===== config.mk =====
export PLATFORM = sky130hd
export DESIGN_NAME = sync_stream_axis_tx_flat
export DESIGN_NICKNAME = d
export VERILOG_FILES = /design/src/rtl/sync_stream_axis_tx_pkg.sv /design/src/rtl/sync_stream_axis_tx_if.sv /design/src/rtl/sync_stream_axis_tx_fifo.sv /design/src/rtl/sync_stream_axis_tx.sv /design/src/flat_wrapper.sv
export SDC_FILE = /design/constraint.sdc
export NUM_CORES = 1
export LEC_CHECK = 0
export ABC_AREA = 1
export CORE_UTILIZATION = 36
export CTS_CLUSTER_SIZE = 14
export DETAILED_ROUTE_END_ITERATION = 6
export GPL_TIMING_DRIVEN = 0
export HOLD_SLACK_MARGIN = 0.12
export PLACE_DENSITY = 0.61
export SLEW_MARGIN = 20
export SYNTH_ARGS = -nofsm -noshare
export SYNTH_HDL_FRONTEND = slang
export SYNTH_SLANG_ARGS = --single-unit

===== constraint.sdc =====
create_clock -name clk -period 6.99 [get_ports clk]
set_clock_uncertainty 0.05 [all_clocks]
set_input_delay 1.398 -clock clk [delete_from_list [all_inputs] [get_ports clk]]
set_output_delay 1.398 -clock clk [all_outputs]
set_load 0.05 [all_outputs]

===== src/rtl/sync_stream_axis_tx_pkg.sv =====
// Shared types and FIFO entry layout for the sync-to-AXI4-Stream transmit bridge.
// An entry is {sof, eol, pixel}, so its width and field positions follow DATA_W.
package sync_stream_pkg;

  typedef enum logic [1:0] {
    IDLE   = 2'd0,
    ACTIVE = 2'd1,
    DONE   = 2'd2,
    DROP   = 2'd3
  } state_t;

  localparam int FLAG_BITS = 2;

  function automatic int entry_w(input int data_w);
    return data_w + FLAG_BITS;
  endfunction

  function automatic int eol_pos(input int data_w);
    return data_w;
  endfunction

  function automatic int sof_pos(input int data_w);
    return data_w + 1;
  endfunction

endpackage


===== src/rtl/sync_stream_axis_tx_if.sv =====
// AXI4-Stream video bus carrying framed pixels out of the transmit bridge.
interface sync_stream_axis_tx_if #(
  parameter int DATA_W = 8
) ();

  logic [DATA_W-1:0] TDATA;
  logic              TSTRB;
  logic              TLAST;
  logic              TUSER;
  logic              TVALID;
  logic              TREADY;

  modport master (
    output TDATA, TSTRB, TLAST, TUSER, TVALID,
    input  TREADY
  );

  modport slave (
    input  TDATA, TSTRB, TLAST, TUSER, TVALID,
    output TREADY
  );

endinterface


===== src/rtl/sync_stream_axis_tx_fifo.sv =====
// Synchronous first-word-fall-through FIFO; dout always shows the head entry.
// Storage is not reset, only pointers and occupancy are.
module stream_fifo #(
  parameter int WIDTH = 10,
  parameter int DEPTH = 16
) (
  input  logic             clk,
  input  logic             rst_n,
  input  logic             push,
  input  logic             pop,
  input  logic [WIDTH-1:0] din,
  output logic [WIDTH-1:0] dout,
  output logic             full,
  output logic             empty
);

  localparam int AW = $clog2(DEPTH);
  localparam logic [AW:0]   CNT_ONE  = (AW+1)'(1);
  localparam logic [AW:0]   CNT_FULL = (AW+1)'(DEPTH);
  localparam logic [AW-1:0] PTR_ONE  = AW'(1);

  logic [WIDTH-1:0] mem [DEPTH];
  logic [AW-1:0]    wr_ptr;
  logic [AW-1:0]    rd_ptr;
  logic [AW:0]      count;
  logic             do_push;
  logic             do_pop;

  assign empty   = (count == '0);
  assign full    = (count == CNT_FULL);
  assign do_pop  = pop && !empty;
  // A full FIFO still takes a write when the head leaves in the same cycle.
  assign do_push = push && (!full || do_pop);
  assign dout    = mem[rd_ptr];

  always_ff @(posedge clk) begin
    if (do_push) begin
      mem[wr_ptr] <= din;
    end
  end

  always_ff @(posedge clk or negedge rst_n) begin
    if (!rst_n) begin
      wr_ptr <= '0;
      rd_ptr <= '0;
      count  <= '0;
    end else begin
      if (do_push) begin
        wr_ptr <= wr_ptr + PTR_ONE;
      end
      if (do_pop) begin
        rd_ptr <= rd_ptr + PTR_ONE;
      end
      unique case ({do_push, do_pop})
        2'b10:   count <= count + CNT_ONE;
        2'b01:   count <= count - CNT_ONE;
        default: count <= count;
      endcase
    end
  end

endmodule


===== src/rtl/sync_stream_axis_tx.sv =====
// Converts the sync-timed pixel stream into framed AXI4-Stream video (TUSER = SOF,
// TLAST = EOL) with a FIFO absorbing TREADY stalls; overflow drops the rest of the frame.
module sync_stream_axis_tx
  import sync_stream_pkg::*;
#(
  parameter int DATA_W     = 8,
  parameter int FIFO_DEPTH = 16
) (
  input  logic                  clk,
  input  logic                  rst_n,
  input  logic                  H_SYNC,
  input  logic                  V_SYNC,
  input  logic                  DATA_EN,
  input  logic [DATA_W-1:0]     pixel,
  input  logic [10:0]           width_in,
  input  logic [10:0]           height_in,
  sync_stream_axis_tx_if.master axis,
  output logic                  ovf,
  output logic                  frame_err
);

  localparam int EW      = entry_w(DATA_W);
  localparam int SOF_POS = sof_pos(DATA_W);
  localparam int EOL_POS = eol_pos(DATA_W);

  state_t      state;
  state_t      state_nx;
  logic        vs_d;
  logic        rise;
  logic        early;
  logic        size_zero;
  logic [10:0] w_m1;
  logic [10:0] h_m1;
  logic [10:0] col;
  logic [10:0] row;
  logic        last_col;
  logic        last_px;
  logic        sof;
  logic        ovf_q;
  logic        err_q;
  logic        err_pulse;
  logic        push_req;
  logic        enter_drop;
  logic        surplus;
  logic        accept;
  logic        fifo_full;
  logic        fifo_empty;
  logic        pop;
  logic [EW-1:0] din;
  logic [EW-1:0] dout;
  logic        unused_hsync;

  // Line framing comes from the programmed width, not from H_SYNC.
  assign unused_hsync = H_SYNC;

  assign rise      = V_SYNC && !vs_d;
  assign early     = rise && ((state == ACTIVE) || (state == DROP));
  assign size_zero = (width_in == 11'd0) || (height_in == 11'd0);
  assign last_col  = (col == w_m1);
  assign last_px   = last_col && (row == h_m1);
  assign pop       = !fifo_empty && axis.TREADY;
  assign accept    = !fifo_full || pop;
  assign din       = {sof, last_col, pixel};

  always_ff @(posedge clk or negedge rst_n) begin
    if (!rst_n) begin
      state <= IDLE;
    end else begin
      state <= state_nx;
    end
  end

  // A frame start overrides whatever the current frame was doing.
  always_comb begin
    state_nx = state;
    if (rise) begin
      state_nx = size_zero ? IDLE : ACTIVE;
    end else begin
      unique case (state)
        ACTIVE: begin
          if (DATA_EN) begin
            if (!accept) begin
              state_nx = DROP;
            end else if (last_px) begin
              state_nx = DONE;
            end
          end
        end
        default: state_nx = state;
      endcase
    end
  end

  always_comb begin
    push_req   = 1'b0;
    enter_drop = 1'b0;
    surplus    = 1'b0;
    if (!rise) begin
      unique case (state)
        ACTIVE: begin
          push_req   = DATA_EN && accept;
          enter_drop = DATA_EN && !accept;
        end
        DONE:    surplus = DATA_EN;
        default: ;
      endcase
    end
  end

  // Frame bookkeeping: sizes, position counters, SOF arm and sticky flags.
  always_ff @(posedge clk or negedge rst_n) begin
    if (!rst_n) begin
      vs_d      <= 1'b0;
      w_m1      <= '0;
      h_m1      <= '0;
      col       <= '0;
      row       <= '0;
      sof       <= 1'b0;
      ovf_q     <= 1'b0;
      err_q     <= 1'b0;
      err_pulse <= 1'b0;
    end else begin
      vs_d <= V_SYNC;
      if (rise) begin
        w_m1      <= width_in - 11'd1;
        h_m1      <= height_in - 11'd1;
        col       <= '0;
        row       <= '0;
        sof       <= 1'b1;
        ovf_q     <= 1'b0;
        err_q     <= early;
        err_pulse <= early;
      end else begin
        err_pulse <= 1'b0;
        if (push_req) begin
          sof <= 1'b0;
          if (last_col) begin
            col <= '0;
            row <= row + 11'd1;
          end else begin
            col <= col + 11'd1;
          end
        end
        if (enter_drop) begin
          ovf_q <= 1'b1;
        end
        // An early-frame error is only shown for one cycle before the new frame clears it.
        if (err_pulse) begin
          err_q <= 1'b0;
        end else if (surplus) begin
          err_q <= 1'b1;
        end
      end
    end
  end

  stream_fifo #(
    .WIDTH (EW),
    .DEPTH (FIFO_DEPTH)
  ) u_fifo (
    .clk   (clk),
    .rst_n (rst_n),
    .push  (push_req),
    .pop   (pop),
    .din   (din),
    .dout  (dout),
    .full  (fifo_full),
    .empty (fifo_empty)
  );

  // Payload is masked while empty so the bus idles at zero regardless of stale storage.
  assign axis.TVALID = !fifo_empty;
  assign axis.TSTRB  = !fifo_empty;
  assign axis.TDATA  = fifo_empty ? '0 : dout[DATA_W-1:0];
  assign axis.TLAST  = !fifo_empty && dout[EOL_POS];
  assign axis.TUSER  = !fifo_empty && dout[SOF_POS];

  assign ovf       = ovf_q;
  assign frame_err = err_q;

endmodule


===== src/flat_wrapper.sv =====
// flat-port wrapper written by rule: the top's interface ports become plain ports
module sync_stream_axis_tx_flat import sync_stream_pkg::*;
#(
  parameter int DATA_W     = 8,
  parameter int FIFO_DEPTH = 16
)
  (clk, rst_n, H_SYNC, V_SYNC, DATA_EN, pixel, width_in, height_in, ovf, frame_err, axis_TDATA, axis_TSTRB, axis_TLAST, axis_TUSER, axis_TVALID, axis_TREADY);
  sync_stream_axis_tx_if #(.DATA_W(DATA_W)) axis_i ();
  input  logic clk;
  input  logic rst_n;
  input  logic H_SYNC;
  input  logic V_SYNC;
  input  logic DATA_EN;
  input  logic [DATA_W-1:0] pixel;
  input  logic [10:0] width_in;
  input  logic [10:0] height_in;
  output logic ovf;
  output logic frame_err;
  output wire logic [$bits(axis_i.TDATA)-1:0] axis_TDATA;
  output wire logic [$bits(axis_i.TSTRB)-1:0] axis_TSTRB;
  output wire logic [$bits(axis_i.TLAST)-1:0] axis_TLAST;
  output wire logic [$bits(axis_i.TUSER)-1:0] axis_TUSER;
  output wire logic [$bits(axis_i.TVALID)-1:0] axis_TVALID;
  input wire logic [$bits(axis_i.TREADY)-1:0] axis_TREADY;
  assign axis_TDATA = axis_i.TDATA;
  assign axis_TSTRB = axis_i.TSTRB;
  assign axis_TLAST = axis_i.TLAST;
  assign axis_TUSER = axis_i.TUSER;
  assign axis_TVALID = axis_i.TVALID;
  assign axis_i.TREADY = axis_TREADY;
  sync_stream_axis_tx #(.DATA_W(DATA_W), .FIFO_DEPTH(FIFO_DEPTH)) u_core (.clk(clk), .rst_n(rst_n), .H_SYNC(H_SYNC), .V_SYNC(V_SYNC), .DATA_EN(DATA_EN), .pixel(pixel), .width_in(width_in), .height_in(height_in), .axis(axis_i), .ovf(ovf), .frame_err(frame_err));
endmodule

==> metrics.csv <==
metric,value,unit
grt_usage,17.8,%
htreeDepth,1,
reg2regPathDepth,16,
setup_viol,0,
ys_seq_area_share,63.2,%
wirelength,25000,µm
drt-vias-per-instance,5.05,
drtPass1Iterations,5,
clk_path_buf_depth,3,
n_fill_cell,2678,
use_met2,29.3,%
switchingPower,1.72,mW
grt-ovfl-total,0,
drtIter0Drc,729,
ant_nets,0,
top_usage_layer,met2,
cp.required,5.54,ns
numCtsBuffers,24,
core,27700,µm²
synth_area,10100,µm²
yosys_register_bits,224,
slowest_stage,clkdlybuf4s50_1,
status,"complete, no violations",
rr_endpoint,u_core.u_fifo.count[4],
slew-limit-headroom,30.8,%
fmax,211,MHz
rsz0062_at_grt,false,
wire_per_inst,17.7,µm
grt_pass1_vias,7080,
finalCritPeriodShare,68.0,%
final_cells,1416,
synth_top_area_share,47.4,%
critPathCapture,axis_TDATA[2],
num_antenna_cells,0,
switching_share,38.5,%
ys.flop_type,edfxtp_1,
hold_viol_final,0,
synth_edf_count,160,
worstSetupStartpointType,register,
avgSynthCellArea,10.7,µm²
layout-area-overhead-vs-synth,16.8,%
crit_arrival,3.30,ns
crit_start,u_core.u_fifo.rd_ptr[0],
cellPowerDensity,378,nW/µm²
synth_top_area_cell,edfxtp_1,
p_comb_share,37.0,%
post_synth_inst_count,945,
cts_sinks,224,
ys_warn_count,0,
netlist_top_cells_count,"163 x nor2_1, 160 x edfxtp_1, 145 x nand2_1",
die_area,28800,µm²
cts_tree,yes,
ff2ff_setup_slack,4.01,ns
utilization,42.7,%
use_met3,2.50,%
grt_pass1_wl,39200,µm
p_int,2.75,mW
leakage,4.50,nW
io_buffers,48,
min_period,4.75,ns
dieWidth,170,µm
cp_max_fo,10,
rows,61,
seqPwrFrac,36.5,%
clock_power_share,26.4,%
r2r_start,u_core.u_fifo.count[0],
hold_buffers,0,
insertion_delay,0.51,ns
slew_viol_final,0,
path_clk_slew,0.06,ns
drive_above_1_share,5.68,%
grt_max_degree,52,
min_path_type,reg -> reg,
antenna_found_initial,0,
synthArstFlopShare,28.6,%
nNetsFinal,1070,
ioPinCount,50,
vias,7144,
post_cts_buffers,0,
use_met1,24.2,%
crit_chain,buf_2 > clkbuf_1 > o21ai_0 > o221ai_1 > nand3_1 > a21oi_1 > clkdlybuf4s50_1,
worst_pin_slew,1.03,ns
synthDistinctLibCells,34,
cts-root-buf,clkbuf_16,
vdd_ir_drop_max,0.196,mV
hpwlAfterDp,16900,µm
yosys-top-cells-area,"edfxtp_1 47%, dfrtp_1 16%, nor2_1 6.0%",
synth_most_common_cell,nor2_1,
cts_resized,0,
die_h,170,µm
drc_errors,0,
cap_violations,0,
start_util,36.6,%
tns,0,ns
critical-path-max-stage-delay,0.85,ns
gp_congestion,0.875,
place_inst,1372,
critical_path_class,reg -> out,
cp-end-kind,primary output,
postSynthNetCount,995,
-- stage by stage --
| stage | hold slack [ns] | setup slack [ns] | power [mW] | area [µm²] |
|---|---|---|---|---|
| final | 0.453 | 2.24 | 4.47 | 11800 |
| after global routing | 0.488 | 2.04 | 4.69 | 11800 |
| after CTS | 0.460 | 2.25 | 4.47 | 11800 |
| after detailed placement | 0.446 | 2.77 | 3.30 | 11100 |
| after global placement | 0.438 | 2.22 | 3.28 | 11100 |
| after floorplan | 0.418 | 3.64 | 2.73 | 10100 |
-- metal layers --
metal | share of wire, % | wire length, µm | vias up
li1 | - | - | 3432
met1 | 45 | 11300 | 3426
met2 | 46 | 11600 | 243
met3 | 5.5 | 1370 | 43
met4 | 3.0 | 741 | 0
met5 | 0 | 0 | -
-- critical path: cells and delay by family (launching register included) --
kind | cells | cell delay, ns
AOI/OAI and AO/OA | 3 | 0.83
DFF | 1 | 0.34
and+or+nand+nor | 1 | 0.12
buffers and inverters | 3 | 1.51
-- cells by family after synthesis --
family | count (synthesis) | synth area share [%]
compound gates | 176 | 11.4
xor+xnor | 43 | 3.72
fa+ha+maj | 14 | 1.73
buf+inv | 109 | 4.36
flops | 224 | 63.2
simple gates | 379 | 15.6
-- worst min path at each step --
stage / end / cells past startpoint / slack [ns] / startpoint
3_3_place_gp: u_core.h_m1[0] / 2 / 0.44 / u_core.h_m1[0]
2_1_floorplan: u_core.h_m1[7] / 2 / 0.42 / u_core.h_m1[7]
6_report: u_core.w_m1[1] / 2 / 0.45 / u_core.w_m1[1]
4_1_cts: u_core.h_m1[7] / 2 / 0.46 / u_core.h_m1[7]
5_1_grt: u_core.ovf / 2 / 0.49 / u_core.ovf
3_5_place_dp: u_core.h_m1[7] / 2 / 0.45 / u_core.h_m1[7]
-- power by group through the flow --
stage	logic, mW	registers [mW]	clock network [mW]
2_1_floorplan	1.09	1.64	0
3_3_place_gp	1.62	1.66	0
3_5_place_dp	1.64	1.66	0
4_1_cts	1.65	1.63	1.19
5_1_grt	1.80	1.65	1.25
6_report	1.66	1.63	1.18
-- area by class of cell --
| cell class | instances | area [µm²] | share of cell area, % |
|---|---|---|---|
| tap | 378 | 473 | 4.00 |
| buffer | 42 | 190 | 1.61 |
| multi-input combinational | 612 | 3280 | 27.8 |
| inverter | 67 | 251 | 2.13 |
| clock inverter | 6 | 27.5 | 0.233 |
| sequential | 224 | 6410 | 54.1 |
| clock buffer | 38 | 694 | 5.87 |
| timing repair buffer | 49 | 505 | 4.27 |
-- flip-flops by register name, summed over array words and instances, names as in the netlist, 4 cells and up --
register	cells
u_core.col	11
u_core.u_fifo.count	5
u_core.w_m1	11
u_core.u_fifo.rd_ptr	4
u_core.u_fifo.mem	160
u_core.u_fifo.wr_ptr	4
u_core.row	11
u_core.h_m1	11
-- cells in the final DEF, fill, tap and decap left out, types with 2 or more instances in the layout --
master and n:
a21oi_1 14, a31oi_1 7, buf_2 11, buf_4 3, clkbuf_1 39, clkbuf_16 25, clkbuf_8 2, clkdlybuf4s50_1 47
clkinv_1 4, dfrtp_1 64, edfxtp_1 160, ha_1 14, inv_1 65, inv_2 2, nand2_1 145, nand2_2 3
nand3_1 43, nand4_1 7, nor2_1 163, nor2_4 2, nor2_8 2, nor3_1 7, o21ai_0 70, o21bai_1 40
o221ai_1 40, or2_2 3, xnor2_1 7, xor2_1 36
No activity file was read; power rests on OpenSTA's default activity.
